[src/rtl/sha256_sequencer_if.sv]
// Block, digest and engine-side bundles of the SHA-256 block sequencer.
// The slave modport is the sequencer's view, master the environment's.
interface sha256_sequencer_if;
   logic               blk_valid;
   logic               blk_ready;
   logic               blk_first;
   logic               blk_last;
   logic [63:0][7:0]   blk_data;
   logic               dig_valid;
   logic               dig_ready;
   logic [7:0][31:0]   dig_data;
   logic               eng_in_valid;
   logic [7:0][31:0]   eng_state;
   logic [63:0][7:0]   eng_data;
   logic               eng_out_valid;
   logic [7:0][31:0]   eng_res;

   modport slave (
      input  blk_valid, blk_first, blk_last, blk_data,
      input  dig_ready, eng_out_valid, eng_res,
      output blk_ready, dig_valid, dig_data,
      output eng_in_valid, eng_state, eng_data
   );

   modport master (
      output blk_valid, blk_first, blk_last, blk_data,
      output dig_ready, eng_out_valid, eng_res,
      input  blk_ready, dig_valid, dig_data,
      input  eng_in_valid, eng_state, eng_data
   );
endinterface

[src/rtl/sha256_sequencer.sv]
// Chains 512-bit blocks through an external SHA-256 compression engine
// and emits the final digest once the last block of a message completes.
module sha256_sequencer #(
   parameter int TIMEOUT = 80
) (
   input  logic                 clk,
   input  logic                 rst,
   sha256_sequencer_if.slave    bus,
   output logic                 busy,
   output logic                 err,
   output logic [31:0]          blk_count
);

   localparam int CW = $clog2(TIMEOUT + 1);
   localparam logic [CW-1:0] TO_LIM = CW'(TIMEOUT);
   localparam logic [7:0][31:0] IV = {
      32'h5be0cd19, 32'h1f83d9ab, 32'h9b05688c, 32'h510e527f,
      32'ha54ff53a, 32'h3c6ef372, 32'hbb67ae85, 32'h6a09e667
   };

   typedef enum logic [1:0] {
      S_IDLE,
      S_ISSUE,
      S_WAIT,
      S_OUT
   } state_e;

   state_e           state_q, state_d;
   logic [7:0][31:0] chain_q, chain_d;
   logic [63:0][7:0] blk_q, blk_d;
   logic             last_q, last_d;
   logic             ok_q, ok_d;
   logic             err_q, err_d;
   logic [CW-1:0]    cnt_q, cnt_d;
   logic [31:0]      count_q, count_d;
   logic [CW-1:0]    cnt_inc;

   always_ff @(posedge clk or posedge rst) begin
      if (rst) begin
         state_q <= S_IDLE;
         chain_q <= IV;
         blk_q   <= '0;
         last_q  <= 1'b0;
         ok_q    <= 1'b0;
         err_q   <= 1'b0;
         cnt_q   <= '0;
         count_q <= '0;
      end else begin
         state_q <= state_d;
         chain_q <= chain_d;
         blk_q   <= blk_d;
         last_q  <= last_d;
         ok_q    <= ok_d;
         err_q   <= err_d;
         cnt_q   <= cnt_d;
         count_q <= count_d;
      end
   end

   always_comb begin
      state_d = state_q;
      chain_d = chain_q;
      blk_d   = blk_q;
      last_d  = last_q;
      ok_d    = ok_q;
      err_d   = err_q;
      cnt_d   = cnt_q;
      count_d = count_q;
      cnt_inc = cnt_q + CW'(1);
      unique case (state_q)
         S_IDLE: begin
            if (bus.blk_valid) begin
               if (bus.blk_first) begin
                  chain_d = IV;
                  ok_d    = 1'b1;
                  err_d   = 1'b0;
                  blk_d   = bus.blk_data;
                  last_d  = bus.blk_last;
                  state_d = S_ISSUE;
               end else if (ok_q) begin
                  blk_d   = bus.blk_data;
                  last_d  = bus.blk_last;
                  state_d = S_ISSUE;
               end else begin
                  // continuation without a live chain: drop it
                  err_d = 1'b1;
               end
            end
         end
         S_ISSUE: begin
            cnt_d   = '0;
            state_d = S_WAIT;
         end
         S_WAIT: begin
            if (bus.eng_out_valid) begin
               chain_d = bus.eng_res;
               count_d = count_q + 32'd1;
               if (last_q) begin
                  ok_d    = 1'b0;
                  state_d = S_OUT;
               end else begin
                  state_d = S_IDLE;
               end
            end else begin
               cnt_d = cnt_inc;
               if (cnt_inc == TO_LIM) begin
                  err_d   = 1'b1;
                  ok_d    = 1'b0;
                  state_d = S_IDLE;
               end
            end
         end
         S_OUT: begin
            if (bus.dig_ready) state_d = S_IDLE;
         end
         default: state_d = S_IDLE;
      endcase
   end

   assign bus.blk_ready    = (state_q == S_IDLE);
   assign bus.dig_valid    = (state_q == S_OUT);
   assign bus.eng_in_valid = (state_q == S_ISSUE);
   assign bus.dig_data     = chain_q;
   assign bus.eng_state    = chain_q;
   assign bus.eng_data     = blk_q;
   assign busy             = (state_q != S_IDLE);
   assign err              = err_q;
   assign blk_count        = count_q;

endmodule

[src/flat_wrapper.sv]
// flat-port wrapper written by rule: the top's interface ports become plain ports
module sha256_sequencer_flat 
#(
   parameter int TIMEOUT = 80
)
  (clk, rst, busy, err, blk_count, bus_blk_valid, bus_blk_first, bus_blk_last, bus_blk_data, bus_dig_ready, bus_eng_out_valid, bus_eng_res, bus_blk_ready, bus_dig_valid, bus_dig_data, bus_eng_in_valid, bus_eng_state, bus_eng_data);
  sha256_sequencer_if bus_i ();
  input  logic clk;
  input  logic rst;
  output logic busy;
  output logic err;
  output logic [31:0] blk_count;
  input wire logic [$bits(bus_i.blk_valid)-1:0] bus_blk_valid;
  input wire logic [$bits(bus_i.blk_first)-1:0] bus_blk_first;
  input wire logic [$bits(bus_i.blk_last)-1:0] bus_blk_last;
  input wire logic [$bits(bus_i.blk_data)-1:0] bus_blk_data;
  input wire logic [$bits(bus_i.dig_ready)-1:0] bus_dig_ready;
  input wire logic [$bits(bus_i.eng_out_valid)-1:0] bus_eng_out_valid;
  input wire logic [$bits(bus_i.eng_res)-1:0] bus_eng_res;
  output wire logic [$bits(bus_i.blk_ready)-1:0] bus_blk_ready;
  output wire logic [$bits(bus_i.dig_valid)-1:0] bus_dig_valid;
  output wire logic [$bits(bus_i.dig_data)-1:0] bus_dig_data;
  output wire logic [$bits(bus_i.eng_in_valid)-1:0] bus_eng_in_valid;
  output wire logic [$bits(bus_i.eng_state)-1:0] bus_eng_state;
  output wire logic [$bits(bus_i.eng_data)-1:0] bus_eng_data;
  assign bus_i.blk_valid = bus_blk_valid;
  assign bus_i.blk_first = bus_blk_first;
  assign bus_i.blk_last = bus_blk_last;
  assign bus_i.blk_data = bus_blk_data;
  assign bus_i.dig_ready = bus_dig_ready;
  assign bus_i.eng_out_valid = bus_eng_out_valid;
  assign bus_i.eng_res = bus_eng_res;
  assign bus_blk_ready = bus_i.blk_ready;
  assign bus_dig_valid = bus_i.dig_valid;
  assign bus_dig_data = bus_i.dig_data;
  assign bus_eng_in_valid = bus_i.eng_in_valid;
  assign bus_eng_state = bus_i.eng_state;
  assign bus_eng_data = bus_i.eng_data;
  sha256_sequencer #(.TIMEOUT(TIMEOUT)) u_core (.clk(clk), .rst(rst), .bus(bus_i), .busy(busy), .err(err), .blk_count(blk_count));
endmodule
[config.mk]
export PLATFORM = sky130hd
export DESIGN_NAME = sha256_sequencer_flat
export DESIGN_NICKNAME = d
export VERILOG_FILES = /design/src/rtl/sha256_sequencer_if.sv /design/src/rtl/sha256_sequencer.sv /design/src/flat_wrapper.sv
export SDC_FILE = /design/constraint.sdc
export NUM_CORES = 2
export LEC_CHECK = 0
export ABC_AREA = 0
export CORE_AREA = 2 2 721 723
export DETAILED_ROUTE_END_ITERATION = 7
export DIE_AREA = 0 0 723 725
export PLACE_DENSITY = 0.3
export SYNTH_ARGS = -nofsm -noshare
export SYNTH_HDL_FRONTEND = slang
export SYNTH_SLANG_ARGS = --single-unit
[constraint.sdc]
create_clock -name clk -period 38.2 [get_ports clk]
set_input_delay 9.55 -clock clk [delete_from_list [all_inputs] [get_ports clk]]
set_output_delay 9.55 -clock clk [all_outputs]
set_load 0.01 [all_outputs]
Yosys cells after proc, flatten, opt, wreduce, memory -nomap -nowiden
Cells that the tools add are included.
{ "classes": {"n_eq_ne": 14, "reduce_logical": 12, "muxes": 30, "add_sub_neg": 2} }
{ "ops": {"columns": ["cell", "n"], "rows": [
  ["$mux 512", 2],
  ["$mux 256", 3],
  ["$pmux 256 s2", 1],
  ["$add 32x1->32 const B", 1],
  ["$mux 2", 7],
  ["$pmux 7 s2", 1],
  ["$mux 1", 12],
  ["$ne 2x2->1 const B", 5],
  ["$reduce_and 5->1", 2],
  ["$ne 3x2->1 const B", 3],
  ["$pmux 2 s4", 1],
  ["$reduce_and 4->1", 2],
  ["$reduce_bool 2->1", 4],
  ["$add 7x1->7 const B", 1],
  ["$eq 7x7->1 const B", 1],
  ["$mux 7", 1],
  ["$eq 2x2->1 const B", 2],
  ["$pmux 1 s2", 2],
  ["$reduce_and 2->1", 2],
  ["$ne 3x3->1 const B", 1],
  ["$reduce_and 3->1", 1],
  ["$eq 2x1->1 const B", 1],
  ["$logic_not 2->1", 1],
  ["$ne 2x1->1 const B", 1]
]} }
{ "totals": {"in_bits": 775, "register_bits": 812, "output_inout_bits": 1061} }

Logic depth before layout (Yosys ltp)
{ "depth": {"depth_word": 5, "depth_mapped": 8} }

Worst setup path after synthesis
Ideal clock, no wire load.
{ "synth_path": {"path_type": "input port to flip-flop", "startpoint": "input bus_eng_out_valid", "endpoint": "register u_core.count_q[27], in the netlist u_core.blk_count[27]", "arrival_time_ps": 10766, "path_stages": 6, "t_required_ps": 38121, "setup_slack_ps": 27354, "cell_sequence": "nand3b_4 > or4_1 > buf_2 > nand3b_4 > nor3_2 > xor2_1"} }
{ "synth_via": {"elab_chain_cells": 1} }
{ "synth_lines": {"columns": ["item", "line", "source"], "rows": [
  ["start, declared", "flat_wrapper.sv:18", "input wire logic [$bits(bus_i.eng_out_valid)-1:0] bus_eng_out_valid;"],
  ["$reduce_and 2->1 (no source line)", null, null],
  ["end signal, assigned", "sha256_sequencer.sv:56", "count_q <= count_d;"],
  ["end, declared", "sha256_sequencer.sv:35", "logic [31:0] count_q, count_d;"]
]} }
Every way passes these cells.
A chain may end at the register's enable or synchronous reset.

==> flow_summary.yaml <==
run_status:
  outcome: "complete, no violations"
critical_path:
  cp.required_ns: 39.01
  path_cells: "clkdlybuf4s50_1, inv_8, buf_4, buf_4, buf_4, buf_4, buf_4"
  r2r_end: "u_core.bus.eng_data[112]"
  critPathKind: "in -> async"
  rr_worst_depth: 7
  r2r_start: "u_core.state_q[1]"
  cp_max_fo: 56
  slowest_stage: "buf_4"
  startpoint: "rst"
  critPathCaptureType: "asynchronous set/reset pin"
  cpMostUsedCell: "buf_4"
  reg2reg_slack_ns: 33.51
  cpPeakStageDelay_ns: 0.78
  arrival_ns: 14.39
  cp-start-kind: "input port"
finish:
  layout.cells.most_common: "clkdlybuf4s50_1"
  syn2layout_area_growth_pct: 91.6
  fin_util_pct: 11.9
  fill_cells: 58500
  finalNonFillerCells: 10800
  drive_gt1_share_pct: 23.3
  fin_nets: 4540
  final_cell_mix: "clkdlybuf4s50_1 (1834), dfrtp_1 (676), mux2_2 (513)"
worst_hold_path:
  hold_depth: 1
  min_path_type: "reg -> reg"
  hold_end: "u_core.blk_count[31]"
  worstHoldStart: "u_core.blk_count[31]"
global_routing:
  grt_pass1_vias: 27800
  grtUsageTotal_pct: 12.6
  grt_pass1_wl_mm: 409
  antenna_found_initial: 193
  grt_max_degree: 122
  gr-total-overflow: 0
synth:
  ys_warn_count: 0
  synth_nets: 2919
  ys_seq_area_share_pct: 63.9
  synth_area_per_cell_um2: 15.0
  ys_async_sr_fraction_pct: 100
  ys_types: 44
  synthCells: 2141
  synth-edff-count: 0
  ys_seq_elements: 812
  synth_area_um2: 32100
  ys.flop_type: "dfrtp_1"
pwr:
  comb_power_share_pct: 49.4
  swShare_pct: 43.1
  peakVddDrop_mv: 0.0401
  net-switching-power_w: 0.00265
  pwr_density_cell_nw_per_um2: 100
  p_int_w: 0.00350
  pwr-share-seq_pct: 29.6
  p_leak_nw: 22.5
  power_frac_clock_pct: 21.0
place:
  dpl.hpwl_mm: 299
  portBuffers: 1835
  place_inst: 10500
  place_congestion: 0.942
clock_tree:
  cts_resized: 0
  htree_levels: 4
  clock-root-buffer: "clkbuf_16"
  post_cts_buffers: 0
  cts-buffers-inserted: 136
  clock_latency_ns: 0.84
  cts_buffer_depth: 4
  clk_pin_slew_ns: 0.06
  cts_hold_buf: 0
  clock-sinks: 812
  cts_tree: "done"
routing:
  routed_wl_mm: 342
  post_drt_wl_per_cell_um: 31.7
  drcViolationCount: 0
  vias: 26300
  drtIter0Drc: 1137
  drtAntennaViolNets: 0
  dr.pass1.iters: 5
  via_per_inst: 2.44
sta:
  rsz0062_at_grt: "no"
  tns_ns: 0
  tightest_slew_ns: 1.22
  max_freq_mhz: 73.6
  setup_viol: 0
  hold_violations: 0
  final.setup_skew_ns: 0.0551
  fin_crit_sh_pct: 35.6
  relSlewSlack_pct: 18.7
  drv_slew: 0
  min_period_ns: 13.58
die:
  fp-row-count: 264
  initial_utilization_pct: 6.22
  die_h_um: 725
  boundaryPins: 1836
  die-area_um2: 524000
  die_w_um: 723
  core-area_um2: 516000
run:
  cap_violations: 0
[cells by family after synthesis]
family,share of synthesized area [%]
buffers and inverters,7.79
adder cells (fa/ha/maj),0.117
flip-flops,63.9
multiplexers,18.1
AO/OA/AOI/OAI,7.56
XOR/XNOR,0.901
AND/OR/NAND/NOR,1.69
[through the flow]
step | total power, W | hold slack, ns | instance area (um2) | worst slack (ns)
CTS | 0.00637 | 0.486 | 61400 | 24.42
finish | 0.00616 | 0.485 | 61400 | 24.62
global route | 0.00647 | 0.508 | 61400 | 24.00
global placement | 0.00499 | 0.457 | 56900 | 23.58
detailed placement | 0.00499 | 0.472 | 56900 | 23.48
floorplan | 0.00266 | 0.504 | 32100 | 6.07
[critical path: cells and delay by family]
kind                   cells  cell delay (ns)
buffers and inverters      7             4.46
[metal layers]
layer  track usage [%]  vias up  share of wire (%)
li1                  -    10700                  -
met1              13.4    13600                 36
met2              20.6     1414                 46
met3              8.09      511                 14
met4              3.33      126                3.0
met5                 0        -               0.24
[power groups by stage]
stage	Combinational [W]	Sequential, W	Clock, W
floorplan	0.000874	0.00179	0
global placement	0.00316	0.00183	0
detailed placement	0.00315	0.00184	0
CTS	0.00316	0.00183	0.00137
global route	0.00320	0.00188	0.00139
finish	0.00304	0.00182	0.00129
[flip-flops by register name (all words and copies together), names as in the netlist]
register	cells
u_core.blk_count	32
u_core.bus.dig_data	256
u_core.bus.eng_data	512
u_core.cnt_q	7
u_core.err	1
u_core.last_q	1
u_core.ok_q	1
u_core.state_q	2
[cell type report]
| type | instances | area, um2 | area share (%) |
|---|---|---|---|
| flip-flops and latches | 812 | 20500 | 33.3 |
| repair buffers | 1864 | 18600 | 30.3 |
| multi-input cells | 940 | 9120 | 14.8 |
| well taps | 6916 | 8650 | 14.1 |
| clock buffers | 189 | 3920 | 6.37 |
| clock inverters | 44 | 556 | 0.904 |
| diodes | 27 | 67.6 | 0.110 |
| inverters | 8 | 37.5 | 0.0611 |
[how the worst max path moves through the flow]
stage                                          end  cells past startpoint  slack (ns)
after floorplan                u_core.blk_count[0]                      1        6.07
after global placement         u_core.blk_count[2]                      7       23.58
after detailed placement       u_core.blk_count[2]                      7       23.48
after CTS                 u_core.bus.dig_data[123]                      7       24.42
after global routing      u_core.bus.dig_data[123]                      7       24.00
final                     u_core.bus.dig_data[123]                      7       24.62
[cell usage after synthesis (3+ instances only)]
master	n	share of area (%)
nand4_1	10	0.20
inv_1	8	0.094
and3_1	4	0.078
mux2_2	513	18
a22o_1	120	3.3
o21ai_0	7	0.11
o22a_1	135	3.7
xor2_1	14	0.38
dfrtp_1	676	53
and4_1	3	0.082
nand2b_1	3	0.059
clkbuf_1	58	0.68
buf_4	256	6.0
nor2b_1	4	0.078
a21oi_1	6	0.094
nand3_1	12	0.19
buf_2	55	0.86
buf_1	11	0.13
nand2_1	27	0.32
nor2_1	29	0.34
xnor2_1	19	0.52
a31oi_1	6	0.12
dfstp_2	136	11
ha_1	3	0.12
Note: power is estimated with default switching activity, not from simulation.
